$ cat src/rtl/div_sequencer.sv
// RV32M divide-group sequencer: radix-2 restoring division, one quotient bit per cycle,
// with RISC-V sign fix-ups and the divide-by-zero / signed-overflow special results.
module div_sequencer #(
  parameter int unsigned WIDTH = 32
) (
  input  logic             clk,
  input  logic             rst,
  input  logic             start,
  input  logic [2:0]       func3,
  input  logic [WIDTH-1:0] op_a,
  input  logic [WIDTH-1:0] op_b,
  input  logic             flush,
  output logic             stall,
  output logic             busy,
  output logic             done,
  output logic [WIDTH-1:0] result
);

  localparam int unsigned CntW = (WIDTH > 1) ? $clog2(WIDTH) : 1;

  typedef enum logic [1:0] {StIdle, StCalc, StDone} state_e;

  state_e            state_q, state_d;
  logic [CntW-1:0]   cnt_q, cnt_d;
  logic [WIDTH-1:0]  rem_q, rem_d;
  logic [WIDTH-1:0]  quo_q, quo_d;
  logic [WIDTH-1:0]  dvs_q, dvs_d;
  logic [WIDTH-1:0]  result_q, result_d;
  logic              is_rem_q, is_rem_d;
  logic              neg_quo_q, neg_quo_d;
  logic              neg_rem_q, neg_rem_d;
  logic              busy_q, done_q;

  logic              accept;
  logic              op_signed;
  logic              a_neg, b_neg;
  logic [WIDTH-1:0]  a_mag, b_mag;
  logic              b_zero, overflow;
  logic [WIDTH:0]    rem_shift, trial;
  logic [WIDTH-1:0]  rem_next, quo_next;
  logic [WIDTH-1:0]  quo_fix, rem_fix;
  logic              last_iter;

  assign accept    = (state_q == StIdle) && start && func3[2] && !flush;
  assign op_signed = ~func3[0];
  assign a_neg     = op_signed & op_a[WIDTH-1];
  assign b_neg     = op_signed & op_b[WIDTH-1];
  assign a_mag     = a_neg ? ('0 - op_a) : op_a;
  assign b_mag     = b_neg ? ('0 - op_b) : op_b;
  assign b_zero    = (op_b == '0);
  assign overflow  = op_signed && (op_a == {1'b1, {(WIDTH-1){1'b0}}}) && (op_b == '1);

  // One restoring step; trial is WIDTH+1 bits so its MSB is the borrow.
  assign rem_shift = {rem_q, quo_q[WIDTH-1]};
  assign trial     = rem_shift - {1'b0, dvs_q};
  assign rem_next  = trial[WIDTH] ? rem_shift[WIDTH-1:0] : trial[WIDTH-1:0];
  assign quo_next  = {quo_q[WIDTH-2:0], ~trial[WIDTH]};
  assign quo_fix   = neg_quo_q ? ('0 - quo_next) : quo_next;
  assign rem_fix   = neg_rem_q ? ('0 - rem_next) : rem_next;
  assign last_iter = (cnt_q == CntW'(WIDTH - 1));

  always_comb begin
    state_d   = state_q;
    cnt_d     = cnt_q;
    rem_d     = rem_q;
    quo_d     = quo_q;
    dvs_d     = dvs_q;
    result_d  = result_q;
    is_rem_d  = is_rem_q;
    neg_quo_d = neg_quo_q;
    neg_rem_d = neg_rem_q;

    unique case (state_q)
      StIdle: begin
        if (accept) begin
          is_rem_d  = func3[1];
          neg_quo_d = a_neg ^ b_neg;
          neg_rem_d = a_neg;
          cnt_d     = '0;
          if (b_zero) begin
            result_d = func3[1] ? op_a : '1;
            state_d  = StDone;
          end else if (overflow) begin
            result_d = func3[1] ? '0 : op_a;
            state_d  = StDone;
          end else begin
            rem_d   = '0;
            quo_d   = a_mag;
            dvs_d   = b_mag;
            state_d = StCalc;
          end
        end
      end
      StCalc: begin
        if (flush) begin
          state_d = StIdle;
        end else begin
          rem_d = rem_next;
          quo_d = quo_next;
          cnt_d = cnt_q + CntW'(1);
          if (last_iter) begin
            result_d = is_rem_q ? rem_fix : quo_fix;
            state_d  = StDone;
          end
        end
      end
      StDone: begin
        // The same instruction is still in EX here, so start is not a new request.
        state_d = StIdle;
      end
      default: state_d = StIdle;
    endcase
  end

  always_ff @(posedge clk) begin
    if (rst) begin
      state_q   <= StIdle;
      cnt_q     <= '0;
      rem_q     <= '0;
      quo_q     <= '0;
      dvs_q     <= '0;
      result_q  <= '0;
      is_rem_q  <= 1'b0;
      neg_quo_q <= 1'b0;
      neg_rem_q <= 1'b0;
      busy_q    <= 1'b0;
      done_q    <= 1'b0;
    end else begin
      state_q   <= state_d;
      cnt_q     <= cnt_d;
      rem_q     <= rem_d;
      quo_q     <= quo_d;
      dvs_q     <= dvs_d;
      result_q  <= result_d;
      is_rem_q  <= is_rem_d;
      neg_quo_q <= neg_quo_d;
      neg_rem_q <= neg_rem_d;
      busy_q    <= (state_d == StCalc);
      done_q    <= (state_d == StDone);
    end
  end

  assign stall  = accept || (state_q == StCalc);
  assign busy   = busy_q;
  assign done   = done_q;
  assign result = result_q;

endmodule

$ cat config.mk
export PLATFORM = sky130hd
export DESIGN_NAME = div_sequencer
export DESIGN_NICKNAME = d
export VERILOG_FILES = /design/src/rtl/div_sequencer.sv
export SDC_FILE = /design/constraint.sdc
export NUM_CORES = 1
export LEC_CHECK = 0
export ABC_CLOCK_PERIOD_IN_PS = 6600
export CORE_ASPECT_RATIO = 1.5
export CORE_MARGIN = 2
export CORE_UTILIZATION = 50
export DETAILED_ROUTE_END_ITERATION = 7
export PLACE_DENSITY = 0.69
export SLEW_MARGIN = 30
export SYNTH_ARGS = -nofsm -noshare
export SYNTH_HDL_FRONTEND = slang
export SYNTH_SLANG_ARGS = --single-unit
$ cat constraint.sdc
create_clock -name clk -period 6.6 [get_ports clk]
set_clock_uncertainty 0.2 [all_clocks]
set_input_delay 1.32 -clock clk [delete_from_list [all_inputs] [get_ports clk]]
set_output_delay 1.32 -clock clk [all_outputs]
set_load 0.01 [all_outputs]
==> impl_metrics.env, run 1 <==
export IMPL_status="finished, final reports clean"
export IMPL_synth_nets=1720
export IMPL_htree_num_levels=4
export IMPL_clock_latency_ps=430
export IMPL_grt_busiest_layer="met2"
export IMPL_die_x_um=128.4
export IMPL_avgViaCountPerCell=6.273
export IMPL_synthArstFlopShare_pct=0
export IMPL_hold_path_class="register to register"
export IMPL_crit_cells=21
export IMPL_synth_most_common_cell="nor2_1"
export IMPL_worst_path_max_delay_cell="a2111o_1"
export IMPL_drt_pass1_iter_count=6
export IMPL_syn_to_final_growth_pct=15.23
export IMPL_post_drt_wl_per_cell_um=19.72
export IMPL_yosys_area_share_simple_pct=24.17
export IMPL_dr_first_iter_drc_count=954
export IMPL_dp_worst_setup_slack_ps=798.1
export IMPL_routed_wl_um=38210
export IMPL_worstPathMaxFanout=34
export IMPL_tns_ps=0
export IMPL_critPathBufInv=3
export IMPL_postSynthAreaPerCell_um2=7.209
export IMPL_yosysTopAreaCell="dfxtp_1"
export IMPL_synthTopCellsByArea="dfxtp_1 (24%), nor2_1 (8.3%), a21oi_1 (6.3%), xor2_1 (5.4%), a211oi_1 (5.2%)"
export IMPL_worst_pin_slew_ps=972.3
export IMPL_vias=12157
export IMPL_critPathLaunchType="register"
export IMPL_synth_common_cells="nor2_1 (258), a21oi_1 (147), dfxtp_1 (140), nand2_1 (139)"
export IMPL_crit_required_ps=6760
export IMPL_overflow=0
export IMPL_drc=0
export IMPL_slowest_delay_ps=500
export IMPL_portBuffers=105
export IMPL_synthCells=1609
export IMPL_synth_edff_count=0
export IMPL_synth_compound_area_share_pct=26.28
export IMPL_fin_crit_sh_pct=83.50
export IMPL_synth_warnings=0
export IMPL_ctsHoldBuffers=0
export IMPL_utilization_pct=58.40
export IMPL_netlist_area_mm2=0.01160
export IMPL_fillCellCount=2235
export IMPL_drive_gt1_share_pct=5.730
export IMPL_finalSetupViolations=0
export IMPL_grt_antenna_before_repair=0
export IMPL_clockBufferDepth=2
export IMPL_ios=106
export IMPL_cts_setup_buffers=0
export IMPL_numClockSinks=140
export IMPL_fp_dieH_um=190.5
export IMPL_critPathArrivalTime_ps=5670
export IMPL_fmax_mhz=181.5
export IMPL_hold_violations=0
export IMPL_r2r_slack_ps=1090
export IMPL_path_delay_family="compound AO/OA/AOI/OAI gates"
export IMPL_cts_tree="built"
export IMPL_track_usage_pct=31.62
export IMPL_setup_ws_ps=1089
export IMPL_ir_drop_uv=180.7
export IMPL_synth_top_family_by_area="compound AO/OA/AOI/OAI gates"
export IMPL_nets=1757
export IMPL_synthAdderAreaFrac_pct=6.105
export IMPL_synth_cell_types=87
export IMPL_yosysSeqAreaShare_pct=24.16
export IMPL_diodes=0
export IMPL_dp_hpwl_um=29210
export IMPL_powerDensity_mw_per_mm2=201.0
export IMPL_endpoint_kind="register"
export IMPL_ctsResizeCount=0
export IMPL_row_count=68
export IMPL_critPathLaunch="dvs_q[0]$_SDFFE_PP0P_"
export IMPL_p_leak_nw=4.975
export IMPL_cp_cell_sequence="ha_1, inv_1, fa_1, a211oi_1, o211ai_2, nand3_2, a2111oi_4, o21a_2, nor2_4, buf_4, o21ai_0, inv_1, ha_1, o2111ai_1, nor4_1, mux2i_1, a2111o_1, o31ai_1, xor2_1, a21oi_1, nor3_1"
export IMPL_grt_pass1_wl_um=60980
export IMPL_timing_final_crit_period_ps=5511
export IMPL_synth_top_area_share_pct=24.16
export IMPL_rsz0062_at_grt="false"
export IMPL_synthMuxAreaShare_pct=3.171
export IMPL_maxCapViolCount=0
export IMPL_grt_max_degree=91
export IMPL_use_met3_pct=3.507
export IMPL_synth_seq_cells=140
export IMPL_synth_xor_area_share_pct=10.50
export IMPL_design_core_area_mm2=0.02289
export IMPL_first_global_vias=11389
export IMPL_r2r_end="result[28]$_SDFFE_PP0P_"
export IMPL_gp_congestion=0.9195
export IMPL_reg2reg_from="dvs_q[0]$_SDFFE_PP0P_"
export IMPL_ant_nets=0
export IMPL_grt_util_met1_pct=37.53
export IMPL_path_clk_slew_ps=60
export IMPL_relSlewSlack_pct=35.18
export IMPL_cp_endpoint="result[28]$_SDFFE_PP0P_"
export IMPL_worstSetupPathType="register to register"
export IMPL_dieArea_mm2=0.02446
export IMPL_reg2reg_depth=21
export IMPL_numCtsBuffers=17
export IMPL_root_buffer="clkbuf_16"
export IMPL_synth_flop_cell="dfxtp_1"
export IMPL_grt_use_met2_pct=54.97
export IMPL_start_util_pct=50.68
export IMPL_slew_violations=0
## sequential cells by signal, indices dropped and copies added (netlist names)
register,count
done,1
result,32
state_q,2
neg_quo_q,1
is_rem_q,1
rem_q,32
neg_rem_q,1
quo_q,32
cnt_q,5
dvs_q,32
busy,1
## cell families after synthesis
group,count (synthesis)
multiplexers,36
flip-flops,140
AO/OA/AOI/OAI,467
XOR/XNOR,139
AND/OR/NAND/NOR,605
buffers and inverters,162
adder cells (fa/ha/maj),60
## where the power goes
part           leakage (nW)  internal [mW]  switching (mW)  total [mW]
registers              1.14          0.870          0.0280       0.898
clock network         0.306          0.625           0.396        1.02
logic                  3.53          0.288           0.480       0.768
total                  4.98           1.78           0.904        2.69
## layer usage
layer	share of wire [%]	vias to the layer above
met1	40	5741
met3	5.0	108
li1	-	5849
met4	5.7	0
met5	0	-
met2	50	459
## area by class of cell
type | count | area (um2) | area share [%]
clock buffers | 17 | 425.4 | 3.183
clock inverters | 14 | 177.7 | 1.329
inverters | 55 | 206.4 | 1.545
multi-input cells | 1307 | 8188 | 61.26
flip-flops and latches | 140 | 2804 | 20.98
well taps | 280 | 350.3 | 2.621
repair buffers | 125 | 1215 | 9.089
## through the flow
stage,std cells,total power [mW],hold slack (ps),area (um2)
floorplan,1609,1.435,246.3,11600
global placement,1906,1.665,257.2,12730
detailed placement,1906,1.667,269.9,12750
CTS,1937,2.681,279.4,13350
global route,1938,2.796,307.0,13370
finish,1938,2.687,277.4,13370
## worst min path at each step
stage | startpoint | end | slack [ps] | depth (start not counted)
floorplan | dvs_q[31]$_SDFFE_PP0P_ | dvs_q[31]$_SDFFE_PP0P_ | 250 | 2
global placement | cnt_q[4]$_SDFFE_PP0P_ | cnt_q[4]$_SDFFE_PP0P_ | 260 | 2
detailed placement | dvs_q[31]$_SDFFE_PP0P_ | dvs_q[31]$_SDFFE_PP0P_ | 270 | 2
CTS | dvs_q[31]$_SDFFE_PP0P_ | dvs_q[31]$_SDFFE_PP0P_ | 280 | 2
global route | result[18]$_SDFFE_PP0P_ | result[18]$_SDFFE_PP0P_ | 310 | 2
finish | dvs_q[31]$_SDFFE_PP0P_ | dvs_q[31]$_SDFFE_PP0P_ | 280 | 2
## layout by cell type, fill, tap and decap left out, types with 11 or more instances in the layout
master and n:
a211oi_1 80, a21o_1 12, a21oi_1 147, a22oi_1 14
a31oi_1 15, buf_4 19, clkbuf_16 17, clkdlybuf4s50_1 104
dfxtp_1 139, ha_1 39, inv_1 54, maj3_1 20
mux2i_1 33, nand2_1 139, nand2b_1 16, nand3_1 17
nand4_1 17, nor2_1 258, nor3_1 45, nor4_1 19
o211ai_1 12, o21ai_0 80, o31ai_1 23, o41ai_1 11
or3_1 23, xnor2_1 68, xor2_1 71
## worst min-delay path, delay by kind of cell, from the launching register on
family / cells / cell delay, ps
DFF: 1 / 310
and+or+nand+nor: 1 / 70
AOI/OAI and AO/OA: 1 / 50
No activity file was read; power rests on OpenSTA's default activity.
==> run 2, diff against run 1 <==
- ABC_CLOCK_PERIOD_IN_PS: 6600 -> 4800
- PLACE_DENSITY: 0.69 -> 0.72
- clock period: 6.6 -> 4.8 ns (I/O delays scaled with it)
==> run 2 against run 1 <==
  * Flip-flop and latch count unchanged
  * Wire length grew 5.7%
  * Global-route usage grew 1.8 points
  * Total power grew 44%
  * Count of clock-buffer cells in the layout rose by 2
  * Register-to-register slack lost 970 ps
  * Maximum frequency grew 18%
  * First-iteration DRC count is 1.4% higher
  * Critical path depth fell by 2
  * Sequential share of layout area is 1.6 points lower
  * Die area did not move
  * Clock power rose by 37%
  * Critical path type unchanged
  * Critical endpoint is now result[24]$_SDFFE_PP0P_
  * Largest cell class unchanged
==> impl_metrics.env, run 2 (synthesized netlist as in run 1, its figures left out) <==
export IMPL_status="finished, final reports clean"
export IMPL_critPathLaunchType="register"
export IMPL_overflow=0
export IMPL_cts_tree="built"
export IMPL_grt_antenna_before_repair=0
export IMPL_design_core_area_mm2=0.02289
export IMPL_htree_num_levels=4
export IMPL_grt_busiest_layer="met2"
export IMPL_utilization_pct=63.13
export IMPL_gp_congestion=0.9330
export IMPL_hold_path_class="register to register"
export IMPL_reg2reg_from="dvs_q[4]$_SDFFE_PP0P_"
export IMPL_worst_pin_slew_ps=1030
export IMPL_r2r_end="result[24]$_SDFFE_PP0P_"
export IMPL_critPathArrivalTime_ps=4800
export IMPL_dieArea_mm2=0.02446
export IMPL_first_global_vias=12156
export IMPL_final_area_mm2=0.01445
export IMPL_layout_common_cells="nor2_1 (258), a21oi_1 (146), nand2_1 (139), dfxtp_1 (139), buf_4 (129)"
export IMPL_root_buffer="clkbuf_16"
export IMPL_drt_pass1_iter_count=7
export IMPL_dp_hpwl_um=30930
export IMPL_final_common_cell="nor2_1"
export IMPL_whs_ps=272.6
export IMPL_worstPathMaxFanout=6
export IMPL_diodes=0
export IMPL_syn_to_final_growth_pct=24.56
export IMPL_finalSetupViolations=0
export IMPL_relSlewSlack_pct=30.58
export IMPL_grt_use_met2_pct=60.45
export IMPL_clock_latency_ps=450
export IMPL_powerDensity_mw_per_mm2=268.0
export IMPL_clockBufferDepth=2
export IMPL_fp_dieH_um=190.5
export IMPL_placed_cells=2019
export IMPL_fillCellCount=2073
export IMPL_grt_util_met1_pct=38.10
export IMPL_ctsHoldBuffers=0
export IMPL_die_x_um=128.4
export IMPL_slew_violations=0
export IMPL_use_met3_pct=3.760
export IMPL_p_leak_nw=5.547
export IMPL_drc=0
export IMPL_worstSetupPathType="register to register"
export IMPL_nets=1872
export IMPL_dr_first_iter_drc_count=967
export IMPL_row_count=68
export IMPL_timing_final_crit_period_ps=4682
export IMPL_maxCapViolCount=0
export IMPL_final_cells=2054
export IMPL_ios=106
export IMPL_numClockSinks=140
export IMPL_fin_crit_sh_pct=97.55
export IMPL_avgViaCountPerCell=6.120
export IMPL_min_from="dvs_q[31]$_SDFFE_PP0P_"
export IMPL_portBuffers=105
export IMPL_placed_area_mm2=0.01371
export IMPL_crit_required_ps=4910
export IMPL_track_usage_pct=33.40
export IMPL_r2r_slack_ps=120
export IMPL_fmax_mhz=213.6
export IMPL_drive_gt1_share_pct=13.19
export IMPL_hold_violations=0
export IMPL_numCtsBuffers=17
export IMPL_hold_end="dvs_q[31]$_SDFFE_PP0P_"
export IMPL_rsz0062_at_grt="true"
export IMPL_ir_drop_uv=259.3
export IMPL_routed_wl_um=40410
export IMPL_reg2reg_depth=19
export IMPL_path_clk_slew_ps=60
export IMPL_endpoint_kind="register"
export IMPL_start_util_pct=50.68
export IMPL_vias=12570
export IMPL_ant_nets=0
export IMPL_min_path_cells=2
export IMPL_grt_pass1_wl_um=64140
export IMPL_post_drt_wl_per_cell_um=19.67
export IMPL_grt_max_degree=71
[run 2: timing repair]
item                                    in CTS  in global routing
pin swaps                                    0                 11
setup buffers                                0                  3
endpoints found under the setup margin       5                 50
resized for setup                            3                 18
[run 2: worst max-delay path, stage by stage (launching register included)]
cell and delay, ps:
dfxtp_1 480, inv_1 80, ha_1 300, o211ai_1 130, o211ai_2 250, nand3_2 130
a2111oi_4 430, o21a_2 210, nor2_4 60, inv_2 80, ha_1 170, nand2_1 70
or3_4 330, or3_4 350, or3_4 410, o31ai_2 240, xor2_1 170, o221ai_1 190
a21oi_1 180, nor3_1 60
[run 2: final cells by class]
type	instances	area (um2)	share of cell area, %
multi-input cells	1307	8332	57.66
flip-flops and latches	140	2804	19.41
repair buffers	240	2150	14.88
clock buffers	19	442.9	3.065
well taps	280	350.3	2.425
inverters	55	206.4	1.429
clock inverters	13	163.9	1.134
[run 2: per-stage QoR]
stage | setup TNS [ps] | setup slack, ps | power [mW]
after floorplan | -26.23 | -10.88 | 1.997
after detailed placement | -8905 | -207.6 | 2.428
final | 0 | 117.8 | 3.872
after global routing | -194.3 | -55.37 | 4.024
after global placement | -2651 | -130.5 | 2.419
after CTS | 0 | 24.09 | 3.823
[run 2: per-layer routing]
| metal | part of all wire, % | wire length (um) |
|---|---|---|
| met2 | 51 | 20730 |
| met5 | 0 | 0 |
| met3 | 5.0 | 2010 |
| met4 | 5.7 | 2317 |
| met1 | 38 | 15340 |
[run 2: how the worst max path moves through the flow]
stage | from | end | slack [ps] | cells past startpoint
after floorplan | quo_q[31]$_SDFFE_PP0P_ | result[24]$_SDFFE_PP0P_ | -10 | 25
after global placement | op_a[1] | result[23]$_SDFFE_PP0P_ | -130 | 15
after detailed placement | op_a[1] | result[23]$_SDFFE_PP0P_ | -210 | 15
after CTS | quo_q[31]$_SDFFE_PP0P_ | result[24]$_SDFFE_PP0P_ | 20 | 21
after global routing | quo_q[31]$_SDFFE_PP0P_ | result[31]$_SDFFE_PP0P_ | -60 | 15
final | dvs_q[4]$_SDFFE_PP0P_ | result[24]$_SDFFE_PP0P_ | 120 | 19
[run 2: report_power, final]
group,internal (mW),switching [mW],total [mW]
registers,1.20,0.0411,1.24
clock network,0.833,0.568,1.40
logic,0.520,0.714,1.23
total,2.55,1.32,3.87
